### config.mk
export PLATFORM = sky130hd
export DESIGN_NAME = branch_resolve_ctrl
export DESIGN_NICKNAME = d
export VERILOG_FILES = /design/src/rtl/branch_resolve_ctrl_pkg.sv /design/src/rtl/branch_comp.sv /design/src/rtl/branch_resolve_ctrl.sv
export SDC_FILE = /design/constraint.sdc
export NUM_CORES = 1
export LEC_CHECK = 0
export CAP_MARGIN = 5
export CORE_ASPECT_RATIO = 1.25
export CORE_MARGIN = 10
export CORE_UTILIZATION = 57
export CTS_BUF_LIST = sky130_fd_sc_hd__clkbuf_4 sky130_fd_sc_hd__clkbuf_8
export DETAILED_ROUTE_END_ITERATION = 7
export PLACE_DENSITY_LB_ADDON = 0.2
export SLEW_MARGIN = 20
export SYNTH_ARGS = -nofsm -noshare
export SYNTH_HDL_FRONTEND = slang
export SYNTH_SLANG_ARGS = --single-unit
### constraint.sdc
create_clock -name clk -period 9.8 [get_ports clk]
set_clock_uncertainty 0.15 [all_clocks]
set_input_delay 0.98 -clock clk [delete_from_list [all_inputs] [get_ports clk]]
set_output_delay 0.98 -clock clk [all_outputs]
set_load 0.02 [all_outputs]
### src/rtl/branch_resolve_ctrl_pkg.sv
// Shared encodings for the branch resolution controller: transfer kinds,
// branch compare codes (RV32 funct3) and sequencer states.
package branch_resolve_ctrl_pkg;

  localparam logic [1:0] KIND_NONE = 2'd0;
  localparam logic [1:0] KIND_BR   = 2'd1;
  localparam logic [1:0] KIND_JAL  = 2'd2;
  localparam logic [1:0] KIND_JALR = 2'd3;

  localparam logic [2:0] OP_BEQ  = 3'b000;
  localparam logic [2:0] OP_BNE  = 3'b001;
  localparam logic [2:0] OP_BLT  = 3'b100;
  localparam logic [2:0] OP_BGE  = 3'b101;
  localparam logic [2:0] OP_BLTU = 3'b110;
  localparam logic [2:0] OP_BGEU = 3'b111;

  localparam logic [1:0] ST_IDLE     = 2'd0;
  localparam logic [1:0] ST_EVAL     = 2'd1;
  localparam logic [1:0] ST_REDIRECT = 2'd2;

  function automatic logic is_jump(input logic [1:0] kind);
    return (kind == KIND_JAL) || (kind == KIND_JALR);
  endfunction

endpackage

### src/rtl/branch_comp.sv
// Conditional-branch comparator; unknown compare codes resolve as not taken.
module branch_comp
  import branch_resolve_ctrl_pkg::*;
#(
  parameter int XLEN = 32
) (
  input  logic [XLEN-1:0] data_in1,
  input  logic [XLEN-1:0] data_in2,
  input  logic [2:0]      branch_op,
  output logic            branch_out
);

  always_comb begin
    branch_out = 1'b0;
    case (branch_op)
      OP_BEQ:  branch_out = (data_in1 == data_in2);
      OP_BNE:  branch_out = (data_in1 != data_in2);
      OP_BLT:  branch_out = ($signed(data_in1) <  $signed(data_in2));
      OP_BGE:  branch_out = ($signed(data_in1) >= $signed(data_in2));
      OP_BLTU: branch_out = (data_in1 <  data_in2);
      OP_BGEU: branch_out = (data_in1 >= data_in2);
      default: branch_out = 1'b0;
    endcase
  end

endmodule

### src/rtl/branch_resolve_ctrl.sv
// Resolves one branch/jump at a time: latch in IDLE, evaluate in EVAL,
// hold the redirect to fetch in REDIRECT until it is accepted.
module branch_resolve_ctrl
  import branch_resolve_ctrl_pkg::*;
#(
  parameter int XLEN  = 32,
  parameter int CNT_W = 32
) (
  input  logic             clk,
  input  logic             rst,
  input  logic             id_valid,
  output logic             id_ready,
  input  logic [1:0]       id_kind,
  input  logic [2:0]       id_branch_op,
  input  logic [XLEN-1:0]  id_pc,
  input  logic [XLEN-1:0]  id_imm,
  input  logic [XLEN-1:0]  rs1_data,
  input  logic [XLEN-1:0]  rs2_data,
  input  logic             rs_hazard,
  input  logic             kill,
  output logic             redirect_valid,
  output logic [XLEN-1:0]  redirect_pc,
  input  logic             fetch_ready,
  output logic             flush,
  output logic             link_valid,
  output logic [XLEN-1:0]  link_data,
  output logic             misalign_exc,
  output logic [XLEN-1:0]  misalign_pc,
  output logic [CNT_W-1:0] br_cnt,
  output logic [CNT_W-1:0] taken_cnt
);

  logic [1:0]       state_reg, state_next;
  logic [XLEN-1:0]  pc_q, imm_q, rs1_q, rs2_q;
  logic [1:0]       kind_q;
  logic [2:0]       op_q;
  logic [XLEN-1:0]  redirect_pc_reg;
  logic [CNT_W-1:0] br_cnt_reg, taken_cnt_reg;

  logic             accept, in_eval, cmp_taken, taken;
  logic [XLEN-1:0]  sum_pc, sum_rs1, target;

  branch_comp #(.XLEN(XLEN)) u_branch_comp (
    .data_in1  (rs1_q),
    .data_in2  (rs2_q),
    .branch_op (op_q),
    .branch_out(cmp_taken)
  );

  assign id_ready = (state_reg == ST_IDLE) && !rs_hazard && !kill;
  assign accept   = id_valid && id_ready && (id_kind != KIND_NONE);

  // EVAL work is void if the instruction is killed or reset in that cycle.
  assign in_eval  = (state_reg == ST_EVAL) && !kill && !rst;

  assign sum_pc  = pc_q + imm_q;
  assign sum_rs1 = rs1_q + imm_q;
  assign target  = (kind_q == KIND_JALR) ? {sum_rs1[XLEN-1:1], 1'b0} : sum_pc;
  assign taken   = (kind_q == KIND_BR) ? cmp_taken : 1'b1;

  assign link_valid   = in_eval && is_jump(kind_q);
  assign link_data    = link_valid ? (pc_q + XLEN'(4)) : '0;
  assign misalign_exc = in_eval && taken && target[1];
  assign misalign_pc  = misalign_exc ? target : '0;

  assign redirect_valid = (state_reg == ST_REDIRECT);
  assign flush          = redirect_valid;
  assign redirect_pc    = redirect_pc_reg;
  assign br_cnt         = br_cnt_reg;
  assign taken_cnt      = taken_cnt_reg;

  always_comb begin
    state_next = state_reg;
    case (state_reg)
      ST_IDLE:     if (accept) state_next = ST_EVAL;
      ST_EVAL:     state_next = (taken && !target[1]) ? ST_REDIRECT : ST_IDLE;
      ST_REDIRECT: if (fetch_ready) state_next = ST_IDLE;
      default:     state_next = ST_IDLE;
    endcase
    if (kill) state_next = ST_IDLE;
  end

  always_ff @(posedge clk) begin
    if (rst) begin
      state_reg       <= ST_IDLE;
      pc_q            <= '0;
      imm_q           <= '0;
      rs1_q           <= '0;
      rs2_q           <= '0;
      kind_q          <= KIND_NONE;
      op_q            <= '0;
      redirect_pc_reg <= '0;
      br_cnt_reg      <= '0;
      taken_cnt_reg   <= '0;
    end else begin
      state_reg <= state_next;
      if (accept) begin
        pc_q   <= id_pc;
        imm_q  <= id_imm;
        rs1_q  <= rs1_data;
        rs2_q  <= rs2_data;
        kind_q <= id_kind;
        op_q   <= id_branch_op;
      end
      if (in_eval && taken && !target[1]) redirect_pc_reg <= target;
      // Misaligned taken branches still count as taken.
      if (in_eval && (kind_q == KIND_BR)) begin
        br_cnt_reg <= br_cnt_reg + CNT_W'(1);
        if (cmp_taken) taken_cnt_reg <= taken_cnt_reg + CNT_W'(1);
      end
    end
  end

endmodule

Yosys cells after proc, flatten, opt, wreduce, memory -nomap -nowiden. Cells that the tools add are included.

Register bits: 231. Input port bits: 139. Output and inout bits: 165. Word-level logic and storage cells: 65.

Add/subtract/negate cells: 5. $lt $le $gt $ge: 4. Eq/ne operators: 14. Mux-type cells: 9. Reductions and logical operators: 23.

Operators by type and width (count): $mux 32 (3); $add 32x1->32 const B (2); $add 32x32->32 (2); $ge 32x32->1 (2); $lt 32x32->1 (2); $add 32x3->32 const B (1); $eq 32x32->1 (1); $ne 32x32->1 (1); $eq 3x3->1 const B (4); $logic_and 1x1->1 (12); $eq 2x2->1 const B (3); $mux 2 (3); $pmux 1 s6 (1); $pmux 2 s3 (1); $eq 2x1->1 const B (2); $logic_not 1->1 (4); $ne 2x2->1 const B (2); $reduce_and 2->1 (2); $eq 3x1->1 const B (1); $logic_not 3->1 (1); $logic_not 2->1 (1); $reduce_bool 2->1 (1); $reduce_or 2->1 (1); $logic_or 1x1->1 (1); $mux 1 (1).

Logic depth before layout (Yosys ltp).
Depth after elaboration: 7. Mapped depth: 14. Depth with buffers taken out: 13.

Hierarchy. A second synthesis with hierarchy kept.

Cell total of the unflattened synthesis: 1821. Area, all modules: 13639.3 um2.

Modules (own cells, without submodules): branch_resolve_ctrl (instances 1, cells an instance 1693, area each 12715.9 um2, seq. area each 4624.4 um2); branch_comp (instances 1, cells an instance 128, area each 923.4 um2, seq. area each 0.0 um2).

Least setup slack after synthesis. No wires, ideal clock.

Path kind: register -> output. From: register pc_q[1]. To: output port misalign_pc[31]. Arrival: 2.944 ns. Data required time: 8.670 ns. Slack: 5.726 ns. Stages on the path, launching flop included: 12. Path buffers: 0. Path through: dfxtp_1 -> ha_1 -> a211oi_1 -> o211ai_1 -> a311oi_1 -> o311ai_0 -> a21oi_1 -> mux2i_1 -> o41ai_1 -> and3b_1 -> xor2_1 -> nor2b_1.

Longest elaborated chain between the ends: 4.

Ends and longest elaborated chain: start, declared (line branch_resolve_ctrl.sv:34) `logic [XLEN-1:0] pc_q, imm_q, rs1_q, rs2_q;`; start signal, assigned (line branch_resolve_ctrl.sv:98) `pc_q <= id_pc;`; $add 32x32->32 * (line branch_resolve_ctrl.sv:56) `assign sum_pc = pc_q + imm_q;`; $mux 32 * (line branch_resolve_ctrl.sv:58) `assign target = (kind_q == KIND_JALR) ? {sum_rs1[XLEN-1:1], 1'b0} : sum_pc;`; $logic_and 1x1->1 (line branch_resolve_ctrl.sv:63) `assign misalign_exc = in_eval && taken && target[1];`; $mux 32 * (line branch_resolve_ctrl.sv:64) `assign misalign_pc = misalign_exc ? target : '0;`; end, declared (line branch_resolve_ctrl.sv:28) `output logic [XLEN-1:0] misalign_pc,`.

Every way passes the cells marked *; elsewhere a longest branch is shown, timed or not.

Final worst setup path.
From: register imm_q[1]. To: output port misalign_pc[31].

Longest elaborated chain between the ends: 4. Elaborated cells on any way between the ends: 5. Those cells by class: 2 x add/sub; 2 x mux; 1 x reduce/logical.

Ends and longest elaborated chain: start, declared (line branch_resolve_ctrl.sv:34); start signal, assigned (line branch_resolve_ctrl.sv:99) `imm_q <= id_imm;`; $add 32x32->32 (on tied branches) (line branch_resolve_ctrl.sv:56, branch_resolve_ctrl.sv:57); $mux 32 * (line branch_resolve_ctrl.sv:58); $logic_and 1x1->1 (line branch_resolve_ctrl.sv:63); $mux 32 * (line branch_resolve_ctrl.sv:64).

Marked as above.

==> results_dict.tcl <==
set metrics [dict create \
    path_max_fanout 5 \
    fillers 1862 \
    drv_cap 0 \
    rows 63 \
    fp.dieH_um 194 \
    drive_above_1_share_pct 5.67 \
    critPathLaunchType "register" \
    yosysSeqAreaShare_pct 33.5 \
    clock_latency_ns 0.55 \
    synth_cell_types 77 \
    die_w_um 159 \
    pwr-share-clk_pct 46.0 \
    ys_warn_count 0 \
    synthesis.area_um2 13800 \
    status "completed" \
    rsz0062_at_grt "false" \
    ys.flop_type "dfxtp_1" \
    path_clk_slew_ns 0.06 \
    cp-end-kind "primary output" \
    final_nets 2339 \
    path_cells "ha_1, a211oi_1, o211ai_1, a311oi_1, o311ai_0, a21oi_1, mux2i_1, o41ai_1, and3b_1, xor2_1, nor2b_1, clkdlybuf4s50_1" \
    setup_slack_ns 3.91 \
    wl_per_cell_um 18.7 \
    max_freq_mhz 170 \
    cts-root-buf "clkbuf_8" \
    synth-async-reset-ratio_pct 0 \
    ys_ff_latch 231 \
    relSlewSlack_pct 27.0 \
    place.gp.congestion 0.951 \
    busiest_layer "met2" \
    vdd_drop_max_v 0.0000990 \
    cts_buffers 40 \
    overflow 0 \
    yosysTopAreaCell "dfxtp_1" \
    cts_buffer_depth 3 \
    multiInputGateArea_um2 8580 \
    grt_use_met3_pct 5.63 \
    final_cell_count_no_fill 2459 \
    seq_area_um2 4620 \
    finalMaxSlewViolations 0 \
    die_area_um2 30900 \
    synth.top_cell.area_share_pct 33.5 \
    p_leak_nw 6.82 \
    stdcell_area_um2 17900 \
    worst_pin_slew_ns 1.10 \
    htree_num_levels 2 \
    antenna_left 0 \
    place_inst 2385 \
    placed_cell_area_um2 17000 \
    path_class "reg2out" \
    synth_area_per_cell_um2 7.50 \
    clock_sinks 231 \
    viasPerCell 5.82 \
    tns_ns 0 \
    area_growth_pct 29.9 \
    crit_arrival_ns 4.76 \
    p_sw_w 0.000569 \
    start_util_pct 58.0 \
    hold_viol_final 0 \
    hp-class "reg2reg" \
    powerDensity_nw_per_um2 126 \
    grt_pass1_vias 14000 \
    drt_iter0_markers 941 \
    cts_tree "built" \
    antenna_found_initial 1 \
    combPwrFrac_pct 10.8 \
    vias 14300 \
    seqPwrFrac_pct 43.1 \
    synth_fp_nets 2078 \
    postSynthCellCount 1841 \
    portBuffers 303 \
    whs_ns 0.306 \
    drt_first_pass_iters 5 \
    cts_hold_buf 0 \
    grtUsageTotal_pct 28.1 \
    slowest_delay_ns 0.67 \
    finalSetupViolCount 0 \
    io_pins 304 \
    grtUsageMet2_pct 50.8 \
    post-route-period-util_pct 60.1 \
    dp_hpwl_mm 34.9 \
    postCtsSetupRepairBufs 0 \
    cp_slowest_cell "a311oi_1" \
    ys_top_cells_by_area "dfxtp_1 (34%), nand2_1 (10%), ha_1 (8.7%)" \
    fin_crit_ns 5.89 \
    core_um2 23800 \
    intPower_w 0.00169 \
    drc 0 \
    met1_usage_pct 30.4 \
    grt_pass1_wl_mm 72.1 \
    totalWireLength_mm 46.0 \
    synth_enable_flop_cells 0 \
    worstPathRequired_ns 8.67 \
    p_sw_share_pct 25.1 \
    ctsResizeCount 0 \
    pre_cts_slack_ns 4.53 \
    grt_max_degree 105 \
]
[cells in the mapped netlist (all sizes together) (3+ instances only)]
| library cell | count |
|---|---|
| and3b | 3 |
| or2 | 8 |
| nand4 | 21 |
| a21o | 32 |
| a21oi | 229 |
| o41ai | 6 |
| mux2 | 9 |
| inv | 64 |
| a2111oi | 3 |
| and4 | 10 |
| dfxtp | 231 |
| or3 | 16 |
| o311ai | 5 |
| o21ai | 63 |
| o22ai | 3 |
| nand2 | 368 |
| a311oi | 3 |
| and2 | 7 |
| and3 | 31 |
| nand2b | 9 |
| a31oi | 12 |
| o211ai | 11 |
| mux2i | 5 |
| a211oi | 22 |
| a31o | 8 |
| o21a | 8 |
| a41oi | 3 |
| nand3 | 62 |
| xor2 | 53 |
| nor3b | 4 |
| xnor2 | 55 |
| nor2b | 23 |
| o31ai | 7 |
| clkbuf | 89 |
| or4 | 4 |
| buf | 5 |
| a41o | 3 |
| nor3 | 14 |
| nor2 | 185 |
| o21bai | 7 |
| nor4 | 15 |
| ha | 96 |
| nand3b | 4 |
[power groups by stage]
stage	sequential (W)	combinational [W]	clock, W
2_1_floorplan	0.000989	0.000144	0
3_3_place_gp	0.000996	0.000235	0
3_5_place_dp	0.000996	0.000240	0
4_1_cts	0.000976	0.000242	0.00105
5_1_grt	0.000977	0.000266	0.00110
6_report	0.000976	0.000245	0.00104
[final timing paths]
check           start              end  slack [ns]  depth (start not counted)
min reg2reg  rs2_q[3]         rs2_q[3]        0.31                          2
max          imm_q[1]  misalign_pc[31]        3.91                         12
min          rs2_q[3]         rs2_q[3]        0.31                          2
max reg2reg  rs1_q[0]  redirect_pc[14]        5.33                         12
[cell families after synthesis]
kind of cell / synth area share [%]
compound gates: 19.2
xor+xnor: 6.85
mux: 1.10
flops: 33.5
buf+inv: 4.49
simple gates: 25.8
fa+ha+maj: 8.99
[placed cells by master (no fill, tap or decap), types with 5 or more instances in the layout]
master and instances:
a211oi_1 22, a21o_1 32, a21oi_1 229, a31o_2 8, a31oi_1 12, and2_1 7, and3_1 31, and4_1 10
buf_4 10, bufinv_16 5, clkbuf_4 10, clkbuf_8 49, clkdlybuf4s50_1 302, clkinv_2 5, dfxtp_1 231, ha_1 96
inv_1 64, mux2_2 8, mux2i_1 5, nand2_1 368, nand2b_1 8, nand3_1 62, nand4_1 21, nor2_1 184
nor2b_1 23, nor3_1 14, nor4_1 13, o211ai_1 11, o21a_1 7, o21ai_0 58, o21bai_1 7, o31ai_1 7
o41ai_1 5, or2_2 6, or3_1 16, xnor2_1 55, xor2_1 53
[final cells by class]
cell class	count	area share, %
Timing Repair Buffer	313	17.3
Tap cell	325	2.27
Multi-Input combinational cell	1451	47.9
Antenna cell	1	0.0140
Inverter	65	1.36
Clock inverter	14	1.17
Sequential cell	231	25.8
Clock buffer	59	4.18
[per-layer routing]
metal / vias up / routed length [µm]
met3: 124 / 3140
met4: 0 / 2320
met5: - / 0
met2: 585 / 23100
met1: 6676 / 17500
li1: 6926 / -
[per-stage QoR]
stage	total power (W)	util, %
3_5_place_dp	0.00124	71.3
2_1_floorplan	0.00113	-
3_3_place_gp	0.00123	71.3
5_1_grt	0.00234	75.3
4_1_cts	0.00227	75.3
6_report	0.00226	75.3
[critical path: cells and delay by family (launching register included)]
kind	cells	cell delay [ns]
AO/OA/AOI/OAI	6	2.05
buffers and inverters	1	0.63
AND/OR/NAND/NOR	2	0.40
flip-flops	1	0.38
adder cells (fa/ha/maj)	1	0.26
XOR/XNOR	1	0.25
multiplexers	1	0.24
Power figures use the tool's default switching activity.
